## src/rtl/dl_spi_master_if.sv

```systemverilog
// Command/response and SPI pin bundle for dl_spi_master.
//   cmd_valid/cmd_ready/cmd_rw/cmd_addr/cmd_wdata : command handshake
//   rsp_valid/rsp_rdata                           : completion pulse and read data
//   busy                                          : transaction in progress
//   spi_cs_n/spi_sclk/spi_mosi/spi_miso           : SPI mode 0 pins
// Modport master is the controller side (dl_spi_master), slave is its peer.
interface dl_spi_master_if;
  logic       cmd_valid;
  logic       cmd_ready;
  logic       cmd_rw;
  logic [6:0] cmd_addr;
  logic [7:0] cmd_wdata;
  logic       rsp_valid;
  logic [7:0] rsp_rdata;
  logic       busy;
  logic       spi_cs_n;
  logic       spi_sclk;
  logic       spi_mosi;
  logic       spi_miso;

  modport master (
    input  cmd_valid, cmd_rw, cmd_addr, cmd_wdata, spi_miso,
    output cmd_ready, rsp_valid, rsp_rdata, busy, spi_cs_n, spi_sclk, spi_mosi
  );

  modport slave (
    output cmd_valid, cmd_rw, cmd_addr, cmd_wdata, spi_miso,
    input  cmd_ready, rsp_valid, rsp_rdata, busy, spi_cs_n, spi_sclk, spi_mosi
  );
endinterface

```

## src/rtl/dl_spi_master.sv

```systemverilog
// SPI mode 0 master for the delay-line register interface.
// One 16-bit frame per command: {rw, addr[6:0], wdata[7:0]} MSB first,
// data byte forced to 0 for reads; the last 8 MISO samples form rsp_rdata.
//   clk : system clock, rising edge
//   rst : synchronous active-high reset
//   bus : dl_spi_master_if.master (command, response, SPI pins)
// CLK_DIV (1..255) is the SCLK half-period in clk cycles.
module dl_spi_master #(
  parameter int unsigned CLK_DIV = 4
) (
  input  logic               clk,
  input  logic               rst,
  dl_spi_master_if.master    bus
);

  typedef enum logic [2:0] {
    S_IDLE,
    S_SETUP,
    S_SHIFT,
    S_HOLD,
    S_GAP
  } state_t;

  localparam logic [7:0] DIV_LAST = 8'(CLK_DIV - 1);

  state_t      state_q, state_d;
  logic [7:0]  div_q, div_d;
  logic [4:0]  bit_q, bit_d;
  logic [15:0] tx_q, tx_d;
  logic [7:0]  rx_q, rx_d;
  logic        cs_n_q, cs_n_d;
  logic        sclk_q, sclk_d;
  logic        mosi_q, mosi_d;
  logic        rsp_valid_q, rsp_valid_d;
  logic [7:0]  rsp_rdata_q, rsp_rdata_d;

  logic        cmd_ready;
  logic        accept;
  logic [15:0] frame;

  assign cmd_ready = (state_q == S_IDLE) && !rst;
  assign accept    = bus.cmd_valid && cmd_ready;
  assign frame     = {bus.cmd_rw, bus.cmd_addr, bus.cmd_rw ? 8'h00 : bus.cmd_wdata};

  always_comb begin
    state_d     = state_q;
    div_d       = div_q;
    bit_d       = bit_q;
    tx_d        = tx_q;
    rx_d        = rx_q;
    cs_n_d      = cs_n_q;
    sclk_d      = sclk_q;
    mosi_d      = mosi_q;
    rsp_valid_d = 1'b0;
    rsp_rdata_d = rsp_rdata_q;

    unique case (state_q)
      S_IDLE: begin
        if (accept) begin
          state_d = S_SETUP;
          cs_n_d  = 1'b0;
          mosi_d  = frame[15];
          // Remaining bits wait at the top; zeros shifted in give mosi=0
          // after the 16th falling edge without a special case.
          tx_d    = {frame[14:0], 1'b0};
          div_d   = DIV_LAST;
        end
      end

      S_SETUP: begin
        if (div_q == '0) begin
          state_d = S_SHIFT;
          sclk_d  = 1'b1;
          rx_d    = {rx_q[6:0], bus.spi_miso};
          bit_d   = '0;
          div_d   = DIV_LAST;
        end else begin
          div_d = div_q - 8'd1;
        end
      end

      S_SHIFT: begin
        if (div_q != '0) begin
          div_d = div_q - 8'd1;
        end else if (sclk_q) begin
          sclk_d = 1'b0;
          mosi_d = tx_q[15];
          tx_d   = {tx_q[14:0], 1'b0};
          div_d  = DIV_LAST;
        end else if (bit_q == 5'd15) begin
          state_d = S_HOLD;
          div_d   = DIV_LAST;
        end else begin
          bit_d  = bit_q + 5'd1;
          sclk_d = 1'b1;
          rx_d   = {rx_q[6:0], bus.spi_miso};
          div_d  = DIV_LAST;
        end
      end

      S_HOLD: begin
        if (div_q == '0) begin
          state_d     = S_GAP;
          cs_n_d      = 1'b1;
          rsp_valid_d = 1'b1;
          rsp_rdata_d = rx_q;
          div_d       = DIV_LAST;
        end else begin
          div_d = div_q - 8'd1;
        end
      end

      S_GAP: begin
        if (div_q == '0) begin
          state_d = S_IDLE;
        end else begin
          div_d = div_q - 8'd1;
        end
      end

      default: state_d = S_IDLE;
    endcase
  end

  always_ff @(posedge clk) begin
    if (rst) begin
      state_q     <= S_IDLE;
      div_q       <= '0;
      bit_q       <= '0;
      tx_q        <= '0;
      rx_q        <= '0;
      cs_n_q      <= 1'b1;
      sclk_q      <= 1'b0;
      mosi_q      <= 1'b0;
      rsp_valid_q <= 1'b0;
      rsp_rdata_q <= '0;
    end else begin
      state_q     <= state_d;
      div_q       <= div_d;
      bit_q       <= bit_d;
      tx_q        <= tx_d;
      rx_q        <= rx_d;
      cs_n_q      <= cs_n_d;
      sclk_q      <= sclk_d;
      mosi_q      <= mosi_d;
      rsp_valid_q <= rsp_valid_d;
      rsp_rdata_q <= rsp_rdata_d;
    end
  end

  assign bus.cmd_ready = cmd_ready;
  assign bus.rsp_valid = rsp_valid_q;
  assign bus.rsp_rdata = rsp_rdata_q;
  assign bus.busy      = (state_q != S_IDLE);
  assign bus.spi_cs_n  = cs_n_q;
  assign bus.spi_sclk  = sclk_q;
  assign bus.spi_mosi  = mosi_q;

endmodule

```

## src/flat_wrapper.sv

```systemverilog
// flat-port wrapper written by rule: the top's interface ports become plain ports
module dl_spi_master_flat 
#(
  parameter int unsigned CLK_DIV = 4
)
  (clk, rst, bus_cmd_valid, bus_cmd_rw, bus_cmd_addr, bus_cmd_wdata, bus_spi_miso, bus_cmd_ready, bus_rsp_valid, bus_rsp_rdata, bus_busy, bus_spi_cs_n, bus_spi_sclk, bus_spi_mosi);
  dl_spi_master_if bus_i ();
  input  logic clk;
  input  logic rst;
  input wire logic [$bits(bus_i.cmd_valid)-1:0] bus_cmd_valid;
  input wire logic [$bits(bus_i.cmd_rw)-1:0] bus_cmd_rw;
  input wire logic [$bits(bus_i.cmd_addr)-1:0] bus_cmd_addr;
  input wire logic [$bits(bus_i.cmd_wdata)-1:0] bus_cmd_wdata;
  input wire logic [$bits(bus_i.spi_miso)-1:0] bus_spi_miso;
  output wire logic [$bits(bus_i.cmd_ready)-1:0] bus_cmd_ready;
  output wire logic [$bits(bus_i.rsp_valid)-1:0] bus_rsp_valid;
  output wire logic [$bits(bus_i.rsp_rdata)-1:0] bus_rsp_rdata;
  output wire logic [$bits(bus_i.busy)-1:0] bus_busy;
  output wire logic [$bits(bus_i.spi_cs_n)-1:0] bus_spi_cs_n;
  output wire logic [$bits(bus_i.spi_sclk)-1:0] bus_spi_sclk;
  output wire logic [$bits(bus_i.spi_mosi)-1:0] bus_spi_mosi;
  assign bus_i.cmd_valid = bus_cmd_valid;
  assign bus_i.cmd_rw = bus_cmd_rw;
  assign bus_i.cmd_addr = bus_cmd_addr;
  assign bus_i.cmd_wdata = bus_cmd_wdata;
  assign bus_i.spi_miso = bus_spi_miso;
  assign bus_cmd_ready = bus_i.cmd_ready;
  assign bus_rsp_valid = bus_i.rsp_valid;
  assign bus_rsp_rdata = bus_i.rsp_rdata;
  assign bus_busy = bus_i.busy;
  assign bus_spi_cs_n = bus_i.spi_cs_n;
  assign bus_spi_sclk = bus_i.spi_sclk;
  assign bus_spi_mosi = bus_i.spi_mosi;
  dl_spi_master #(.CLK_DIV(CLK_DIV)) u_core (.clk(clk), .rst(rst), .bus(bus_i));
endmodule
```

## config.mk

```make
export PLATFORM = sky130hd
export DESIGN_NAME = dl_spi_master_flat
export DESIGN_NICKNAME = d
export VERILOG_FILES = /design/src/rtl/dl_spi_master_if.sv /design/src/rtl/dl_spi_master.sv /design/src/flat_wrapper.sv
export SDC_FILE = /design/constraint.sdc
export NUM_CORES = 1
export LEC_CHECK = 0
export BUFFER_PORTS_ARGS = -buffer_cell sky130_fd_sc_hd__buf_4
export CORE_MARGIN = 3
export CORE_UTILIZATION = 61
export CTS_CLUSTER_SIZE = 28
export DETAILED_ROUTE_END_ITERATION = 8
export PLACE_DENSITY = 0.91
export SLEW_MARGIN = 20
export SYNTH_ARGS = -nofsm -noshare
export SYNTH_HDL_FRONTEND = slang
export SYNTH_SLANG_ARGS = --single-unit
```

## constraint.sdc

```tcl
create_clock -name clk -period 4.2 [get_ports clk]
set_input_delay 0.21 -clock clk [delete_from_list [all_inputs] [get_ports clk]]
set_output_delay 0.21 -clock clk [all_outputs]
set_load 0.05 [all_outputs]
```

==> results.md, run 1 <==
- Worst Setup Start Kind: flip-flop
- Library cells used by synthesis: 53
- FF+latch count, synth: 51
- Worst hold path class: input port to flip-flop
- Num ports: 34
- Post-synth EDFFs: 0
- Period utilization: 67.2%
- Crit end category: flip-flop
- Clock Power Share: 31.9%
- Minimum clock period: 2.82 ns
- GRT Total Usage: 21.7%
- Worst EP required: 4.35 ns
- Switching Fraction: 27.2%
- Max layer used: met4
- Initial Util: 65.3%
- Final hold viol count: 0
- Unrepaired setup endpoints after global routing: false
- CP Class: flip-flop to flip-flop
- Vias post-DR: 2,094
- Initial antenna violation count: 0
- Post-synth top area share: 41.2%
- Slew @ Worst Pin: 0.797 ns
- # setup viols final: 0
- Vias in the first global route: 1,945
- Post-synthesis sequential area ratio: 41.2%
- Psw: 0.000279 W
- CTS clk-pin slew, worst paths: 0.08 ns
- Root buffer selected by CTS: clkbuf_8
- Hold buffer count at cts: 0
- CP max-delay cell: and4_1
- Peak VDD IR: 0.265 mV
- IO buf count: 33
- Drt pass-1 iters: 4
- NumNets Final: 321
- Gpl congestion: 0.839
- Vias per cell: 6.05
- Setup TNS: 0 ns
- Post-Syn Area: 2480 um^2
- Post-Syn Area per Cell: 8.86 um^2
- Worst slew margin: 46.7%
- Share of layout cells above drive strength 1: 19.1%
- Dominant synthesized flop cell: dfxtp_1
- Async S/R FF share, synth: 0%
- Syn Nets: 303
- Syn Inst Count: 280
- Max Slew Vio Count: 0
- Setup bufs post-CTS: 0
- DR iter-0 viols: 216
- First-pass GRT wire length: 8.71 mm
- Part of the power in combinational logic: 17.0%
- Synth cell count leaders: dfxtp_1 (51), nand2_1 (36), nor2_1 (22), nor3_1 (20), mux2i_1 (16)
- WL met3: 326 um
- Ys Warns: 0
- TritonCTS Buffers: 5
- Run status: finished, final reports clean
- # DRC: 0
- Clock latency on the worst-skew pair: 0.30 ns
- Max-Cap Viols: 0
- Pre-CTS setup slack: 1.39 ns
- CTS H-tree depth: 2
- Clk buf depth: 2
- Metal-1 WL: 2.39 mm
- Leakage: 1.17 nW
- WL/cell: 14.7 um
- Gr ovfl total: 0
- Clk sinks: 51
- Post-layout util: 73.4%
- Slowest stage delay, CP: 0.65 ns
- Die Y: 69.8 um
- Hpwl dp: 3.52 mm
- Critical path peak fanout: 16
- Area Overhead vs Synth: 12.4%
- Smallest setup slack after layout: 1.38 ns
- Die Area: 4870 um^2
- Metal2 WL: 2.23 mm
- Clk_skew: 0.00386 ns
- Leading post-synthesis cells by cell area: dfxtp_1 (41%), mux2i_1 (6.5%), nand2_1 (5.4%)
- Pwr per Cell Area: 368 nW/um^2
- Synth area leader: dfxtp_1
- Hold-critical path depth: 3
- Row count: 22
- Placeable Area: 3800 um^2
- CTS tree: yes
- Routed WL: 5.08 mm
- R2R depth: 6
- Ant diodes: 0
- Die width: 69.8 um
- Most numerous cell in the Yosys netlist: dfxtp_1
- Cell-internal power: 0.000746 W
- CP Cell Sequence: inv_1 > ha_1 > nor4b_4 > and4_1 > or2_1 > a311oi_1
- Crit path arrival time: 2.97 ns
- Flop pwr share: 51.1%
- Fmax: 354 MHz
- Largest net degree at the start of global routing: 50
- Post-CTS sizing: 0
- DRT antenna net count: 0
==> cell type report <==
type	count	area, um^2
multi-input cells	200	1320
flip-flops and latches	51	1020
fillers	293	1010
repair buffers	34	255
clock buffers	5	68.8
well taps	48	60.1
clock inverters	2	37.5
inverters	6	22.5
==> worst max-delay path: cells and delay by family (launching register included) <==
kind | cells | cell delay, ns
buffers and inverters | 1 | 0.08
AO/OA/AOI/OAI | 1 | 0.19
flip-flops | 1 | 0.34
AND/OR/NAND/NOR | 3 | 1.84
adder cells (fa/ha/maj) | 1 | 0.21
==> state kept, by name, summed over array words and instances, names as in the netlist, 3 cells and up <==
| signal | count |
|---|---|
| u_core.tx_q | 15 |
| u_core.bus.rsp_rdata | 8 |
| u_core.div_q | 8 |
| u_core.rx_q | 8 |
| u_core.bit_q | 5 |
| u_core.state_q | 3 |
==> per-layer routing <==
metal / GRT usage [%] / up-vias
met4: 9.15 / 0
met5: 0 / -
li1: - / 1058
met1: 29.4 / 952
met2: 32.6 / 67
met3: 5.65 / 17
==> kinds of logic after synthesis <==
logic type / Yosys count / share of synthesized area, %
AND/OR/NAND/NOR: 128 / 27.6
AO/OA/AOI/OAI: 51 / 16.9
flip-flops: 51 / 41.2
buffers and inverters: 29 / 5.70
multiplexers: 16 / 6.46
adder cells (fa/ha/maj): 3 / 1.51
XOR/XNOR: 2 / 0.706
==> path summary, 6_finish.rpt <==
| kind | from | endpoint | slack, ns |
|---|---|---|---|
| worst max-delay path | u_core.div_q[1] | u_core.bus.spi_mosi | 1.38 |
| worst min-delay path | bus_spi_miso | u_core.rx_q[0] | 0.15 |
| worst max register to register | u_core.div_q[1] | u_core.bus.spi_mosi | 1.38 |
| worst min register to register | u_core.bit_q[4] | u_core.bit_q[4] | 0.46 |
==> placed cells by master (no fill, tap or decap), types with 2 or more instances in the layout <==
cell type and n:
dfxtp_1 51, nand2_1 36, buf_4 34, nor2_1 22, nor3_1 20, mux2i_1 16
a21oi_1 13, nor3b_1 8, a311oi_1 7, a211oi_2 7, nor4_1 6, inv_1 5
nand3_1 5, clkbuf_8 5, nor2b_1 4, nand4_1 4, a31oi_1 3, nand4b_1 3
o21ai_0 3, ha_1 3, and3_1 2, and2_1 2, nand3b_1 2, o21ai_1 2
o211ai_1 2, nand2b_1 2, or4_1 2, xor2_1 2, o311a_1 2, a311oi_2 2
==> metrics by stage <==
step | hold WS [ns] | cells | cell area (um^2) | power (W)
final | 0.146 | 346 | 2790 | 0.00102
after global placement | 0.438 | 339 | 2680 | 0.000704
after global routing | 0.143 | 346 | 2790 | 0.00108
after detailed placement | 0.447 | 339 | 2680 | 0.000708
after CTS | 0.141 | 346 | 2790 | 0.00103
after floorplan | 0.354 | 280 | 2480 | 0.000668
==> power groups by stage <==
| stage | Combinational [W] | Clock (W) | Sequential (W) |
|---|---|---|---|
| floorplan | 0.000131 | 0 | 0.000537 |
| global placement | 0.000170 | 0 | 0.000534 |
| detailed placement | 0.000173 | 0 | 0.000535 |
| CTS | 0.000174 | 0.000334 | 0.000523 |
| global route | 0.000192 | 0.000357 | 0.000527 |
| finish | 0.000174 | 0.000327 | 0.000524 |
Note: power is estimated with default switching activity, not from simulation.
==> run 2, diff against run 1 <==
--- a/config.mk
+++ b/config.mk
@@ -7,10 +7,10 @@
 export LEC_CHECK = 0
 export BUFFER_PORTS_ARGS = -buffer_cell sky130_fd_sc_hd__buf_4
 export CORE_MARGIN = 3
-export CORE_UTILIZATION = 61
+export CORE_UTILIZATION = 57
 export CTS_CLUSTER_SIZE = 28
 export DETAILED_ROUTE_END_ITERATION = 8
-export PLACE_DENSITY = 0.91
+export PLACE_DENSITY = 0.86
 export SLEW_MARGIN = 20
 export SYNTH_ARGS = -nofsm -noshare
 export SYNTH_HDL_FRONTEND = slang
==> constraint.sdc (replaced) <==
create_clock -name clk -period 2.7 [get_ports clk]
set_input_delay 0.135 -clock clk [delete_from_list [all_inputs] [get_ports clk]]
set_output_delay 0.135 -clock clk [all_outputs]
set_load 0.05 [all_outputs]
==> results.md, run 2 (synthesis gave the netlist of run 1 again) <==
- Run status: finished, final reports clean
- Max Slew Vio Count: 0 (unchanged)
- Root buffer selected by CTS: clkbuf_8
- Row count: 23 (+4.5%)
- Die width: 72.0 um (+3.2%)
- Drt pass-1 iters: 4 (unchanged)
- Peak VDD IR: 0.402 mV (+52%)
- Worst EP required: 2.94 ns (-1.41 ns)
- Crit path arrival time: 2.40 ns (-0.57 ns)
- Vias in the first global route: 2,030 (+4.4%)
- Most frequent cells in the layout: dfxtp_1 (51), buf_4 (40), nand2_1 (36), nor2_1 (22), nor3_1 (20)
- Biggest register: u_core.tx_q
- Worst hold path class: input port to flip-flop
- Max-Cap Viols: 0 (unchanged)
- Ant diodes: 0 (unchanged)
- CTS H-tree depth: 2 (unchanged)
- Hpwl dp: 3.60 mm (+2.3%)
- # DRC: 0 (unchanged)
- Largest register FFs: 15 (unchanged)
- Clk sinks: 51 (unchanged)
- CTS clk-pin slew, worst paths: 0.09 ns (about the same)
- Commonest non-fill, non-tap cell in the layout: dfxtp_1
- Initial Util: 60.7% (-4.6 points)
- Flop pwr share: 49.8% (-1.3 points)
- Hold endpoint: u_core.rx_q[0]
- IO buf count: 33 (unchanged)
- Gpl congestion: 0.817 (-2.7%)
- Crit end category: flip-flop
- # setup viols final: 0 (unchanged)
- R2R depth: 7 (+1)
- CTS tree: yes
- Hold buffer count at cts: 0 (unchanged)
- Reg2Reg Launch Point: u_core.bit_q[0]
- Power Total: 0.00164 W (+60%)
- Critical path peak fanout: 9 (-7)
- Setup bufs post-CTS: 0 (unchanged)
- NumNets Final: 327 (+1.9%)
- Worst Setup Start Kind: flip-flop
- Crit Reg-Reg Endpoint: u_core.bit_q[4]
- Slowest stage delay, CP: 0.41 ns (-0.24 ns)
- Die Y: 72.0 um (+3.2%)
- R2r setup slk: 0.54 ns (-0.84 ns)
- DR iter-0 viols: 210 (-2.8%)
- Leakage: 1.21 nW (+3.2%)
- Cell-internal power: 0.00118 W (+58%)
- Hold_sp: bus_spi_miso
- Setup TNS: 0 ns (unchanged)
- GRT Total Usage: 22.4% (+0.67 points)
- First-pass GRT wire length: 9.34 mm (+7.2%)
- Period utilization: 80.0% (+13 points)
- WL/cell: 14.7 um (+0.46%)
- Part of the power in combinational logic: 17.2% (+0.2 points)
- Minimum clock period: 2.16 ns (-0.661 ns)
- TritonCTS Buffers: 5 (unchanged)
- Placeable Area: 4090 um^2 (+7.6%)
- Share of layout cells above drive strength 1: 21.0% (+1.9 points)
- Largest net degree at the start of global routing: 50 (unchanged)
- Switching Fraction: 28.0% (+0.83 points)
- Crit path top cell by count: ha_1
- Filler cells: 335 (+14%)
- CP Class: flip-flop to flip-flop
- DRT antenna net count: 0 (unchanged)
- Met1 usage: 29.2% (-0.25 points)
- Top Usage Layer GRT: met2
- Area Overhead vs Synth: 14.7%
- Pwr per Cell Area: 576 nW/um^2 (+57%)
- Clock Power Share: 33.0% (+1.1 points)
- Clk_skew: 0.00817 ns (+0.00431 ns)
- Unrepaired setup endpoints after global routing: false
- Worst slew margin: 59.4% (+13 points)
- CP Cell Sequence: ha_1 > and3_1 > ha_1 > nor4b_1 > o211ai_2 > or3_1 > a21oi_1
- GR Util met3: 4.43% (-1.2 points)
- Fmax: 463 MHz (+31%)
- Final hold viol count: 0 (unchanged)
- Vias per cell: 5.96 (-1.5%)
- Clock latency on the worst-skew pair: 0.31 ns (about the same)
- Post-CTS sizing: 0 (unchanged)
- Slew @ Worst Pin: 0.606 ns (-0.191 ns)
- Routed WL: 5.23 mm (+3.1%)
- Vias post-DR: 2,116 (+1.1%)
- Initial antenna violation count: 0 (unchanged)
- Psw: 0.000459 W (+65%)
- Gr ovfl total: 0 (unchanged)
- Num ports: 34 (unchanged)
- Clk buf depth: 2 (unchanged)
- CP max-delay cell: or3_1
- Hold-critical path depth: 3 (unchanged)
- Die Area: 5180 um^2 (+6.4%)
- Met2 Usage GRT: 37.3% (+4.7 points)
run 2: cell types whose count changed in the layout (fill, tap and decap cells not counted), sizes merged:
cell | before | now
buf | 34 | 40
clkinv | 0 | 1
clkinvlp | 1 | 0
inv | 6 | 7
run 2: cell type report:
| type | instances | area [um^2] | share of cell area (%) |
|---|---|---|---|
| clock buffer | 5 | 68.8 | 2.42 |
| clock inverter | 3 | 47.5 | 1.67 |
| inverter | 6 | 22.5 | 0.792 |
| multi-input combinational | 200 | 1320 | 46.5 |
| sequential | 51 | 1020 | 35.9 |
| tap | 50 | 62.6 | 2.20 |
| timing repair buffer | 40 | 300 | 10.6 |
run 2: worst max path at each step:
stage / start / end / slack (ns) / cells after the start
after global placement: u_core.div_q[1] / u_core.tx_q[15] / 0.63 / 7
after detailed placement: u_core.bit_q[0] / u_core.rx_q[4] / 0.57 / 8
after floorplan: u_core.bit_q[0] / u_core.bit_q[4] / 0.76 / 7
after global routing: u_core.bit_q[0] / u_core.rx_q[4] / 0.31 / 8
after CTS: u_core.bit_q[0] / u_core.rx_q[4] / 0.53 / 8
final: u_core.bit_q[0] / u_core.bit_q[4] / 0.54 / 7
run 2: metrics by stage:
stage / hold WS, ns / area [um^2] / util, % / worst slack, ns / cells
final: 0.0693 / 2850 / 69.6 / 0.539 / 355
after global routing: 0.0898 / 2850 / 69.6 / 0.311 / 355
after CTS: 0.0646 / 2850 / 69.6 / 0.530 / 355
after detailed placement: 0.386 / 2730 / 66.8 / 0.568 / 347
after global placement: 0.371 / 2730 / 66.8 / 0.627 / 347
after floorplan: 0.279 / 2480 / - / 0.757 / 280
run 2: power groups by stage:
stage	clock network (W)	logic [W]	registers [W]
5_1_grt	0.000583	0.000310	0.000822
3_5_place_dp	0	0.000279	0.000833
2_1_floorplan	0	0.000203	0.000836
6_report	0.000541	0.000281	0.000816
3_3_place_gp	0	0.000273	0.000830
4_1_cts	0.000553	0.000281	0.000815
run 2: worst max-delay path: cells and delay by family, from the launching register on:
kind	cells	cell delay [ns]
flops	1	0.34
compound gates	2	0.39
simple gates	3	0.92
fa+ha+maj	2	0.43
run 2: metal layers:
metal | routed length, um | vias up
li1 | - | 1065
met1 | 2310 | 983
met2 | 2580 | 61
met3 | 283 | 7
met4 | 55 | 0
met5 | 0 | -
